$ cat src/rtl/alu_op_sequencer_pkg.sv
// alu_op_sequencer_pkg: ALU op codes, FSM states and
// sizing helpers shared by the sequencer and the ALU decode.
package alu_op_sequencer_pkg;

    localparam logic [3:0] OP_AND = 4'b0000;
    localparam logic [3:0] OP_OR  = 4'b0001;
    localparam logic [3:0] OP_ADD = 4'b0010;
    localparam logic [3:0] OP_SUB = 4'b0011;
    localparam logic [3:0] OP_SHR = 4'b0100;
    localparam logic [3:0] OP_SHL = 4'b0101;
    localparam logic [3:0] OP_ROR = 4'b0110;
    localparam logic [3:0] OP_ROL = 4'b0111;
    localparam logic [3:0] OP_MUL = 4'b1000;
    localparam logic [3:0] OP_DIV = 4'b1001;
    localparam logic [3:0] OP_NEG = 4'b1010;
    localparam logic [3:0] OP_NOT = 4'b1011;

    typedef enum logic [1:0] {
        ST_IDLE = 2'd0,
        ST_EXEC = 2'd1,
        ST_HOLD = 2'd2
    } seq_state_t;

    function automatic int max3(input int a, input int b, input int c);
        int m;
        m = a;
        if (b > m) m = b;
        if (c > m) m = c;
        return m;
    endfunction

endpackage

$ cat src/rtl/alu_op_sequencer_if.sv
// alu_op_sequencer_if: request, ALU drive and result
// handshake signals between control unit, sequencer and ALU.
interface alu_op_sequencer_if #(
    parameter int REG_SIZE = 32
);
    logic                  start_valid;
    logic                  start_ready;
    logic [3:0]            op;
    logic [REG_SIZE-1:0]   a_in;
    logic [REG_SIZE-1:0]   b_in;
    logic [3:0]            alu_ctrl;
    logic [REG_SIZE-1:0]   alu_a;
    logic [REG_SIZE-1:0]   alu_b;
    logic [2*REG_SIZE-1:0] alu_c;
    logic                  res_valid;
    logic                  res_ready;
    logic [REG_SIZE-1:0]   z_hi;
    logic [REG_SIZE-1:0]   z_lo;
    logic                  div_by_zero;
    logic                  illegal_op;
    logic                  busy;

    modport master (
        output start_valid, op, a_in, b_in, alu_c, res_ready,
        input  start_ready, alu_ctrl, alu_a, alu_b,
        input  res_valid, z_hi, z_lo, div_by_zero, illegal_op, busy
    );

    modport slave (
        input  start_valid, op, a_in, b_in, alu_c, res_ready,
        output start_ready, alu_ctrl, alu_a, alu_b,
        output res_valid, z_hi, z_lo, div_by_zero, illegal_op, busy
    );
endinterface

$ cat src/rtl/alu_op_sequencer_op_latency_lut.sv
// op_latency_lut: maps an ALU op code to its settle
// cycle count and flags illegal codes (combinational).
module op_latency_lut
    import alu_op_sequencer_pkg::*;
#(
    parameter int BASIC_CYC = 1,
    parameter int MUL_CYC   = 4,
    parameter int DIV_CYC   = 8,
    parameter int CW        = 4
) (
    input  logic [3:0]    op,
    output logic [CW-1:0] cyc,
    output logic          illegal,
    output logic          is_div
);

    // Decode op into cycle count and class flags
    always_comb begin
        cyc     = CW'(BASIC_CYC);
        illegal = 1'b0;
        is_div  = 1'b0;
        unique case (1'b1)
            (op == OP_MUL): cyc = CW'(MUL_CYC);
            (op == OP_DIV): begin
                cyc    = CW'(DIV_CYC);
                is_div = 1'b1;
            end
            (op > OP_NOT): illegal = 1'b1;
            default: ;
        endcase
    end

endmodule

$ cat src/rtl/alu_op_sequencer.sv
// alu_op_sequencer: issues one op at a time to the shared ALU,
// holds its inputs for the op's settle time, returns the result.
module alu_op_sequencer
    import alu_op_sequencer_pkg::*;
#(
    parameter int REG_SIZE  = 32,
    parameter int BASIC_CYC = 1,
    parameter int MUL_CYC   = 4,
    parameter int DIV_CYC   = 8
) (
    input logic              clock,
    input logic              clear,
    alu_op_sequencer_if.slave bus
);

    localparam int CW = $clog2(max3(BASIC_CYC, MUL_CYC, DIV_CYC)) + 1;

    seq_state_t          state;
    logic [CW-1:0]       cnt;
    logic [3:0]          ctrl_q;
    logic [REG_SIZE-1:0] a_q;
    logic [REG_SIZE-1:0] b_q;
    logic [REG_SIZE-1:0] z_hi_q;
    logic [REG_SIZE-1:0] z_lo_q;
    logic                valid_q;
    logic                dz_q;
    logic                il_q;
    logic                dz_pend;
    logic                il_pend;

    logic [CW-1:0]       lut_cyc;
    logic                lut_illegal;
    logic                lut_is_div;
    logic                bypass;
    logic                div_zero;

    op_latency_lut #(
        .BASIC_CYC (BASIC_CYC),
        .MUL_CYC   (MUL_CYC),
        .DIV_CYC   (DIV_CYC),
        .CW        (CW)
    ) u_lut (
        .op      (bus.op),
        .cyc     (lut_cyc),
        .illegal (lut_illegal),
        .is_div  (lut_is_div)
    );

    assign div_zero = lut_is_div && (bus.b_in == '0);
    assign bypass   = lut_illegal || div_zero;

    // FSM, settle counter, operand latch and result capture
    always_ff @(posedge clock or negedge clear) begin
        if (!clear) begin
            state   <= ST_IDLE;
            cnt     <= '0;
            ctrl_q  <= '0;
            a_q     <= '0;
            b_q     <= '0;
            z_hi_q  <= '0;
            z_lo_q  <= '0;
            valid_q <= 1'b0;
            dz_q    <= 1'b0;
            il_q    <= 1'b0;
            dz_pend <= 1'b0;
            il_pend <= 1'b0;
        end else begin
            unique case (state)
                ST_IDLE: begin
                    if (bus.start_valid) begin
                        ctrl_q  <= bus.op;
                        a_q     <= bus.a_in;
                        b_q     <= bus.b_in;
                        cnt     <= lut_cyc - CW'(1);
                        dz_pend <= div_zero;
                        il_pend <= lut_illegal;
                        state   <= bypass ? ST_HOLD : ST_EXEC;
                    end
                end
                ST_EXEC: begin
                    if (cnt == '0) begin
                        z_hi_q  <= bus.alu_c[2*REG_SIZE-1:REG_SIZE];
                        z_lo_q  <= bus.alu_c[REG_SIZE-1:0];
                        valid_q <= 1'b1;
                        state   <= ST_HOLD;
                    end else begin
                        cnt <= cnt - CW'(1);
                    end
                end
                ST_HOLD: begin
                    if (!valid_q) begin
                        // Bypassed op: publish forced-zero result and flag
                        z_hi_q  <= '0;
                        z_lo_q  <= '0;
                        valid_q <= 1'b1;
                        dz_q    <= dz_pend;
                        il_q    <= il_pend;
                    end else if (bus.res_ready) begin
                        valid_q <= 1'b0;
                        dz_q    <= 1'b0;
                        il_q    <= 1'b0;
                        state   <= ST_IDLE;
                    end
                end
                default: state <= ST_IDLE;
            endcase
        end
    end

    assign bus.start_ready = (state == ST_IDLE);
    assign bus.busy        = (state != ST_IDLE);
    assign bus.alu_ctrl    = ctrl_q;
    assign bus.alu_a       = a_q;
    assign bus.alu_b       = b_q;
    assign bus.z_hi        = z_hi_q;
    assign bus.z_lo        = z_lo_q;
    assign bus.res_valid   = valid_q;
    assign bus.div_by_zero = dz_q;
    assign bus.illegal_op  = il_q;

endmodule

$ cat src/flat_wrapper.sv
// flat-port wrapper written by rule: the top's interface ports become plain ports
module alu_op_sequencer_flat import alu_op_sequencer_pkg::*;
#(
    parameter int REG_SIZE  = 32,
    parameter int BASIC_CYC = 1,
    parameter int MUL_CYC   = 4,
    parameter int DIV_CYC   = 8
)
  (clock, clear, bus_start_valid, bus_op, bus_a_in, bus_b_in, bus_alu_c, bus_res_ready, bus_start_ready, bus_alu_ctrl, bus_alu_a, bus_alu_b, bus_res_valid, bus_z_hi, bus_z_lo, bus_div_by_zero, bus_illegal_op, bus_busy);
  alu_op_sequencer_if #(.REG_SIZE(REG_SIZE)) bus_i ();
  input logic clock;
  input logic clear;
  input wire logic [$bits(bus_i.start_valid)-1:0] bus_start_valid;
  input wire logic [$bits(bus_i.op)-1:0] bus_op;
  input wire logic [$bits(bus_i.a_in)-1:0] bus_a_in;
  input wire logic [$bits(bus_i.b_in)-1:0] bus_b_in;
  input wire logic [$bits(bus_i.alu_c)-1:0] bus_alu_c;
  input wire logic [$bits(bus_i.res_ready)-1:0] bus_res_ready;
  output wire logic [$bits(bus_i.start_ready)-1:0] bus_start_ready;
  output wire logic [$bits(bus_i.alu_ctrl)-1:0] bus_alu_ctrl;
  output wire logic [$bits(bus_i.alu_a)-1:0] bus_alu_a;
  output wire logic [$bits(bus_i.alu_b)-1:0] bus_alu_b;
  output wire logic [$bits(bus_i.res_valid)-1:0] bus_res_valid;
  output wire logic [$bits(bus_i.z_hi)-1:0] bus_z_hi;
  output wire logic [$bits(bus_i.z_lo)-1:0] bus_z_lo;
  output wire logic [$bits(bus_i.div_by_zero)-1:0] bus_div_by_zero;
  output wire logic [$bits(bus_i.illegal_op)-1:0] bus_illegal_op;
  output wire logic [$bits(bus_i.busy)-1:0] bus_busy;
  assign bus_i.start_valid = bus_start_valid;
  assign bus_i.op = bus_op;
  assign bus_i.a_in = bus_a_in;
  assign bus_i.b_in = bus_b_in;
  assign bus_i.alu_c = bus_alu_c;
  assign bus_i.res_ready = bus_res_ready;
  assign bus_start_ready = bus_i.start_ready;
  assign bus_alu_ctrl = bus_i.alu_ctrl;
  assign bus_alu_a = bus_i.alu_a;
  assign bus_alu_b = bus_i.alu_b;
  assign bus_res_valid = bus_i.res_valid;
  assign bus_z_hi = bus_i.z_hi;
  assign bus_z_lo = bus_i.z_lo;
  assign bus_div_by_zero = bus_i.div_by_zero;
  assign bus_illegal_op = bus_i.illegal_op;
  assign bus_busy = bus_i.busy;
  alu_op_sequencer #(.REG_SIZE(REG_SIZE), .BASIC_CYC(BASIC_CYC), .MUL_CYC(MUL_CYC), .DIV_CYC(DIV_CYC)) u_core (.clock(clock), .clear(clear), .bus(bus_i));
endmodule
$ cat config.mk
export PLATFORM = sky130hd
export DESIGN_NAME = alu_op_sequencer_flat
export DESIGN_NICKNAME = d
export VERILOG_FILES = /design/src/rtl/alu_op_sequencer_pkg.sv /design/src/rtl/alu_op_sequencer_if.sv /design/src/rtl/alu_op_sequencer_op_latency_lut.sv /design/src/rtl/alu_op_sequencer.sv /design/src/flat_wrapper.sv
export SDC_FILE = /design/constraint.sdc
export NUM_CORES = 1
export LEC_CHECK = 0
export BUFFER_PORTS_ARGS = -buffer_cell sky130_fd_sc_hd__buf_2
export CORE_MARGIN = 3
export CORE_UTILIZATION = 50
export CTS_CLUSTER_DIAMETER = 120
export DETAILED_ROUTE_END_ITERATION = 8
export PLACE_DENSITY_LB_ADDON = 0.2
export SLEW_MARGIN = 15
export SYNTH_ARGS = -nofsm -noshare
export SYNTH_HDL_FRONTEND = slang
export SYNTH_HIERARCHICAL = 1
export SYNTH_SLANG_ARGS = --single-unit
export TNS_END_PERCENT = 20
$ cat constraint.sdc
create_clock -name clock -period 4.75 [get_ports clock]
set_input_delay 0 -clock clock [delete_from_list [all_inputs] [get_ports clock]]
set_output_delay 0 -clock clock [all_outputs]
set_load 0.02 [all_outputs]
==> impl_metrics.toml, run 1 <==
[grt]
overflow = 0
grt_first_pass_wirelength_um = 31100
grt_max_degree = 88
track_usage_pct = 31.3
grt_antenna_before_repair = 0
grt_pass1_vias = 5842

[sta]
timing.final.crit_share_pct = 47.8
grt_setup_unrepaired = "no"
layout_skew_ns = 0.00698
tns_ns = 0
hold_violations = 0
hold-worst-slack_ns = 0.196
maxSlewHeadroom_pct = 43.0
final-setup-viol-count = 0
fmax_mhz = 440
finalMaxSlewViolations = 0
post-route-min-period_ns = 2.27
worstMarginPinSlew_ns = 0.855

[final_layout]
final_layout_size_suffix_gt1_share_pct = 34.2
final_nets = 1048
seq_area_sq_mm = 0.00358
postLayoutCellArea_sq_mm = 0.00893
finish.utilization_pct = 81.6
multiInputGateArea_sq_mm = 0.00180
final.fill_count = 593
layout-area-overhead-vs-synth_pct = 57.5
n_antenna_cell = 0

[routing]
drt_iter0_markers = 550
remaining_design_rule_violation_count = 0
drt-total-wl_um = 19600
drt.antenna.violating_nets = 0
num_vias = 5667
routed_wire_length_per_instance_um = 18.4
vias_per_cell = 5.33
first_pass_iters = 5

[clock_tree]
clockRootBuffer = "sky130_fd_sc_hd__clkbuf_16"
cts_tree = "yes"
cts.path.max_buffers = 2
hold_buffers = 135
post_cts_setup_bufs = 0
clk_latency_ns = 0.41
clk_pin_slew_ns = 0.06
cts-htree-levels = 4
post_cts_resize_count = 0
numCtsBuffers = 17
cts.sinks = 143

[synth]
synth.lib_cells_used.distinct = 43
yosys_warnings = 6
ys_seq_elements = 143
largest_area_contributor_in_the_netlist = "sky130_fd_sc_hd__dfrtp_1"
yosys-top-cells-area = "sky130_fd_sc_hd__dfrtp_1 (63%), sky130_fd_sc_hd__nand2_1 (14%), sky130_fd_sc_hd__a22o_1 (10%), sky130_fd_sc_hd__buf_12 (1.8%), sky130_fd_sc_hd__buf_6 (1.2%)"
syn-instance-count = 516
asyncSetResetFlopFracSynth_pct = 100
postSynthNetCount = 653
mappedNetlistArea_sq_mm = 0.00567
post-synth-top-count-cell = "sky130_fd_sc_hd__nand2_1"
synth_area_per_cell_sq_um = 11.0
synth_commonest_cells = "sky130_fd_sc_hd__nand2_1 (211), sky130_fd_sc_hd__dfrtp_1 (143), sky130_fd_sc_hd__a22o_1 (66)"
ys_seq_area_share_pct = 63.1
yosysTopAreaCellShare_pct = 63.1
most_common_flop_cell_mapped_by_yosys = "sky130_fd_sc_hd__dfrtp_1"
synth_edf_count = 0

[power_and_ir_drop]
max-vdd-ir-drop_v = 0.000461
power.clock.fraction_pct = 24.3
total_switching_power_mw = 2.35
p_leak_nw = 4.92
comb_power_share_pct = 40.3
power.switching_fraction_pct = 40.3
power-per-cell-area_mw_per_mm2 = 653
internal_power_mw = 3.48
power.sequential.fraction_pct = 35.5

[critical_path]
timing.setup.critical_path_class = "register to register"
worst_r2r_startpoint = "u_core/cnt[2]"
worstSetupEndpointType = "register"
r2r_cells = 4
rrSetupSlack_ns = 2.48
crit_fanout = 67
reg2reg_to = "u_core/bus.z_lo[12]"
cp-start-kind = "register"
setup.worst_path.start = "u_core/cnt[2]"
worst_ep_arrival_time_ns = 2.56
cp.required_ns = 5.04

[die]
die_area_sq_mm = 0.0126
boundary_pin_count = 273
initial_core_util_pct = 51.8
fp.dieW_um = 112
core_area_sq_mm = 0.0109
die_height_um = 112
row_count = 38

[placement]
io_buffer_count = 272
hpwlAfterDp_um = 10600
rd_place_congestion = 0.877
placedInstanceArea_sq_mm = 0.00694

[run]
max_cap_violations = 0

[hold_path]
hold_path_class = "input pin to asynchronous set/reset pin"

[status]
status = "finished clean"
[stage by stage]
| stage | instances | setup WS [ns] | total power [mW] |
|---|---|---|---|
| after global routing | 1064 | 2.39 | 6.12 |
| final | 1064 | 2.48 | 5.83 |
| after global placement | 897 | 2.66 | 4.14 |
| after floorplan | 516 | 3.00 | 3.49 |
| after detailed placement | 897 | 2.54 | 4.23 |
| after CTS | 1064 | 2.53 | 5.75 |
[routing by layer]
metal,GRT usage [%],vias to the layer above,wire length [um]
li1,-,2513,-
met1,36.5,2760,7210
met2,55.8,353,10400
met3,8.30,41,1580
met4,11.2,0,436
met5,0,-,0
[area by class of cell]
class | count | share of cell area [%]
Sequential cell | 143 | 40.1
Timing Repair Buffer | 409 | 30.6
Multi-Input combinational cell | 338 | 20.2
Clock buffer | 21 | 5.27
Tap cell | 140 | 1.96
Clock inverter | 11 | 1.81
Inverter | 2 | 0.0841
[cell usage in the layout (no fill, tap or decap), types with 3 or more instances in the layout]
| master | instances |
|---|---|
| sky130_fd_sc_hd__clkinv_2 | 5 |
| sky130_fd_sc_hd__nand2_1 | 211 |
| sky130_fd_sc_hd__nor2_1 | 10 |
| sky130_fd_sc_hd__bufinv_16 | 4 |
| sky130_fd_sc_hd__clkbuf_8 | 3 |
| sky130_fd_sc_hd__nor3_1 | 5 |
| sky130_fd_sc_hd__a21oi_1 | 5 |
| sky130_fd_sc_hd__dlygate4sd3_1 | 135 |
| sky130_fd_sc_hd__clkbuf_16 | 17 |
| sky130_fd_sc_hd__nor4_1 | 6 |
| sky130_fd_sc_hd__a22o_1 | 66 |
| sky130_fd_sc_hd__dfrtp_1 | 143 |
| sky130_fd_sc_hd__buf_2 | 271 |
[critical path: stages (launching register included)]
cell and delay [ns]:
sky130_fd_sc_hd__dfrtp_1 0.45, sky130_fd_sc_hd__nor4_4 0.33, sky130_fd_sc_hd__and2_4 0.69, sky130_fd_sc_hd__nor2_8 0.31, sky130_fd_sc_hd__a22o_1 0.31
[flip-flops by register name, indices dropped and copies added, names as in the netlist]
| register | count |
|---|---|
| u_core/bus.z_lo | 32 |
| u_core/bus.alu_a | 32 |
| u_core/dz_pend | 1 |
| u_core/il_pend | 1 |
| u_core/cnt | 4 |
| u_core/bus.illegal_op | 1 |
| u_core/bus.alu_b | 32 |
| u_core/bus.z_hi | 32 |
| u_core/bus.res_valid | 1 |
| u_core/bus.div_by_zero | 1 |
| u_core/state | 2 |
| u_core/bus.alu_ctrl | 4 |
[worst max path at each step]
| stage | to | slack [ns] | cells after the start |
|---|---|---|---|
| after floorplan | u_core/cnt[0] | 3.00 | 5 |
| final | u_core/bus.z_lo[12] | 2.48 | 4 |
| after detailed placement | u_core/bus.z_hi[12] | 2.54 | 4 |
| after global placement | u_core/bus.z_lo[12] | 2.66 | 4 |
| after CTS | u_core/bus.z_hi[12] | 2.53 | 4 |
| after global routing | u_core/bus.z_hi[15] | 2.39 | 4 |
[cell families (layout without fill, tap and decap cells)]
| family | count (synthesis) | in the layout | synth area share [%] |
|---|---|---|---|
| AO/OA/AOI/OAI | 80 | 80 | 11.8 |
| AND/OR/NAND/NOR | 252 | 252 | 19.0 |
| other | 1 | 1 | 0.0662 |
| buffers and inverters | 35 | 443 | 5.14 |
| XOR/XNOR | 1 | 1 | 0.155 |
| flip-flops | 143 | 143 | 63.1 |
| adder cells (fa/ha/maj) | 1 | 1 | 0.221 |
| multiplexers | 3 | 3 | 0.552 |
[power groups by stage]
stage | Combinational, mW | Sequential, mW | Clock (mW)
2_1_floorplan | 0.895 | 2.60 | 0
3_3_place_gp | 2.11 | 2.02 | 0
3_5_place_dp | 2.19 | 2.03 | 0
4_1_cts | 2.29 | 2.03 | 1.43
5_1_grt | 2.52 | 2.11 | 1.50
6_report | 2.35 | 2.07 | 1.41
Power figures use the tool's default switching activity.
==> inputs of run 2 (changes only) <==
- CORE_UTILIZATION: 50 -> 42
- clock period: 4.75 -> 1.8 ns (I/O delays scaled with it)
==> run 2 against run 1 <==
Compared with the run above: via count down 3.6%; critical path type unchanged; core utilization down 12 points; clock skew up 0.0014 ns; sequential cell count unchanged; final cell count up 3.7%; first-iteration DRC count down 40%; sequential share of layout area down 0.25 points; global-route usage down 6.9 points; clock power up 130%; non-clock buffer count up 7; die area up 18%; worst setup slack worse by 2.5 ns.
==> impl_metrics.toml, run 2 (synthesis results as in run 1) <==
[routing]
drt.antenna.violating_nets = 0
remaining_design_rule_violation_count = 0
routed_wire_length_per_instance_um = 16.5
drt_iter0_markers = 332
vias_per_cell = 4.95
drt-total-wl_um = 18200
num_vias = 5463
first_pass_iters = 6

[final_layout]
fin_cells = 1103
most_common_cell_after_layout_fill_and_taps_aside = "sky130_fd_sc_hd__buf_2"
layout-area-overhead-vs-synth_pct = 58.6
final_nets = 1056
n_antenna_cell = 0
most-common-layout-cells = "sky130_fd_sc_hd__buf_2 (271), sky130_fd_sc_hd__nand2_1 (211), sky130_fd_sc_hd__dfrtp_1 (141)"
final_layout_size_suffix_gt1_share_pct = 34.7

[critical_path]
crit_fanout = 32
rrSetupSlack_ns = 0.01
timing.setup.critical_path_class = "register to register"
worst_ep_arrival_time_ns = 2.13
worstSetupEndpointType = "register"
cp-start-kind = "register"
worst_r2r_startpoint = "u_core/state[0]"
cp.required_ns = 2.14
reg2reg_to = "u_core/bus.z_lo[6]"
r2r_cells = 4

[sta]
finalMaxSlewViolations = 0
fmax_mhz = 559
layout_skew_ns = 0.00837
tns_ns = 0
grt_setup_unrepaired = "yes"
timing.final.crit_share_pct = 99.4
hold_violations = 0
maxSlewHeadroom_pct = 45.4
worstMarginPinSlew_ns = 0.818
final-setup-viol-count = 0
post-route-min-period_ns = 1.79

[clock_tree]
cts_tree = "yes"
numCtsBuffers = 17
cts.sinks = 143
clk_pin_slew_ns = 0.06
clockRootBuffer = "sky130_fd_sc_hd__clkbuf_16"
clk_latency_ns = 0.41
cts.path.max_buffers = 2
cts-htree-levels = 4

[status]
status = "finished clean"

[die]
fp.dieW_um = 122
initial_core_util_pct = 43.8
boundary_pin_count = 273
row_count = 41
die_height_um = 122
die_area_sq_mm = 0.0149
core_area_sq_mm = 0.0129

[power_and_ir_drop]
p_leak_nw = 4.93
power-per-cell-area_mw_per_mm2 = 1640
max-vdd-ir-drop_v = 0.000929
design_power_total_mw = 14.8

[hold_path]
hold_path_class = "input pin to asynchronous set/reset pin"

[placement]
hpwlAfterDp_um = 10900
io_buffer_count = 272
rd_place_congestion = 0.790
dp_cells = 936

[grt]
grt_first_pass_wirelength_um = 28600
grt_pass1_vias = 5694
track_usage_pct = 24.5
overflow = 0
grt_max_degree = 73
grt_antenna_before_repair = 0

[run]
max_cap_violations = 0
## run 2: cell count changes in the layout (fill, tap and decap cells not counted), moves of 2 or more
cell / before / now
sky130_fd_sc_hd__clkbuf_1: 1 / 4
sky130_fd_sc_hd__clkinv_2: 5 / 7
sky130_fd_sc_hd__dfrtp_1: 143 / 141
sky130_fd_sc_hd__bufinv_16: 4 / 1
sky130_fd_sc_hd__buf_12: 0 / 4
sky130_fd_sc_hd__dfrtp_2: 0 / 2
sky130_fd_sc_hd__buf_4: 2 / 5
## run 2: what timing repair did
item	4_1_cts	5_1_grt
endpoints found under the hold margin	271	0
cloned	1	0
setup endpoints to repair	43	34
buffers inserted	0	0
hold buffers	135	0
pin swaps	1	17
gates resized for setup	0	3
## run 2: worst max path at each step
stage | depth (start not counted) | end | slack (ns) | startpoint
after floorplan | 5 | u_core/cnt[0] | 0.05 | u_core/state[1]
after global routing | 4 | u_core/bus.z_lo[6] | -0.05 | u_core/state[0]
after detailed placement | 4 | u_core/bus.z_lo[24] | -0.01 | u_core/state[0]
final | 4 | u_core/bus.z_lo[6] | 0.01 | u_core/state[0]
after CTS | 8 | u_core/state[0] | 0.002 | bus_op[3]
after global placement | 4 | u_core/bus.z_hi[0] | 0.06 | u_core/state[0]
## run 2: metrics by stage
stage	setup slack [ns]	utilization (%)	hold slack, ns	cell area (sq um)
detailed placement	-0.0121	54.8	-0.0136	7090
floorplan	0.0528	-	-0.296	5670
finish	0.0105	69.5	0.103	8990
global placement	0.0633	54.8	-0.0249	7090
CTS	0.00214	69.5	0.107	8980
global route	-0.0491	69.5	0.133	8990
## run 2: per-layer routing
| layer | up-vias | global-route usage (%) | part of all wire [%] |
|---|---|---|---|
| met4 | 0 | 10.3 | 2.9 |
| met5 | - | 0 | 0 |
| li1 | 2530 | - | - |
| met3 | 47 | 7.38 | 9.7 |
| met2 | 301 | 40.8 | 50 |
| met1 | 2585 | 29.6 | 38 |
## run 2: cell type report
| type | instances | area (sq um) |
|---|---|---|
| clock buffer | 23 | 468 |
| clock inverter | 8 | 65.1 |
| fill | 937 | 3940 |
| inverter | 2 | 7.51 |
| multi-input combinational | 339 | 1820 |
| sequential | 143 | 3580 |
| tap | 172 | 215 |
| timing repair buffer | 416 | 2840 |
## run 2: critical path, stage by stage (launching register included)
cell and delay, ns:
sky130_fd_sc_hd__dfrtp_2 0.45, sky130_fd_sc_hd__nor2b_4 0.16, sky130_fd_sc_hd__and2_4 0.19, sky130_fd_sc_hd__nor2_4 0.66, sky130_fd_sc_hd__a22o_1 0.25
## run 2: report_power, final
part	internal, mW	leakage [nW]	switching [mW]
logic	2.27	2.82	3.90
clock network	1.95	0.270	1.25
registers	4.56	1.84	0.841
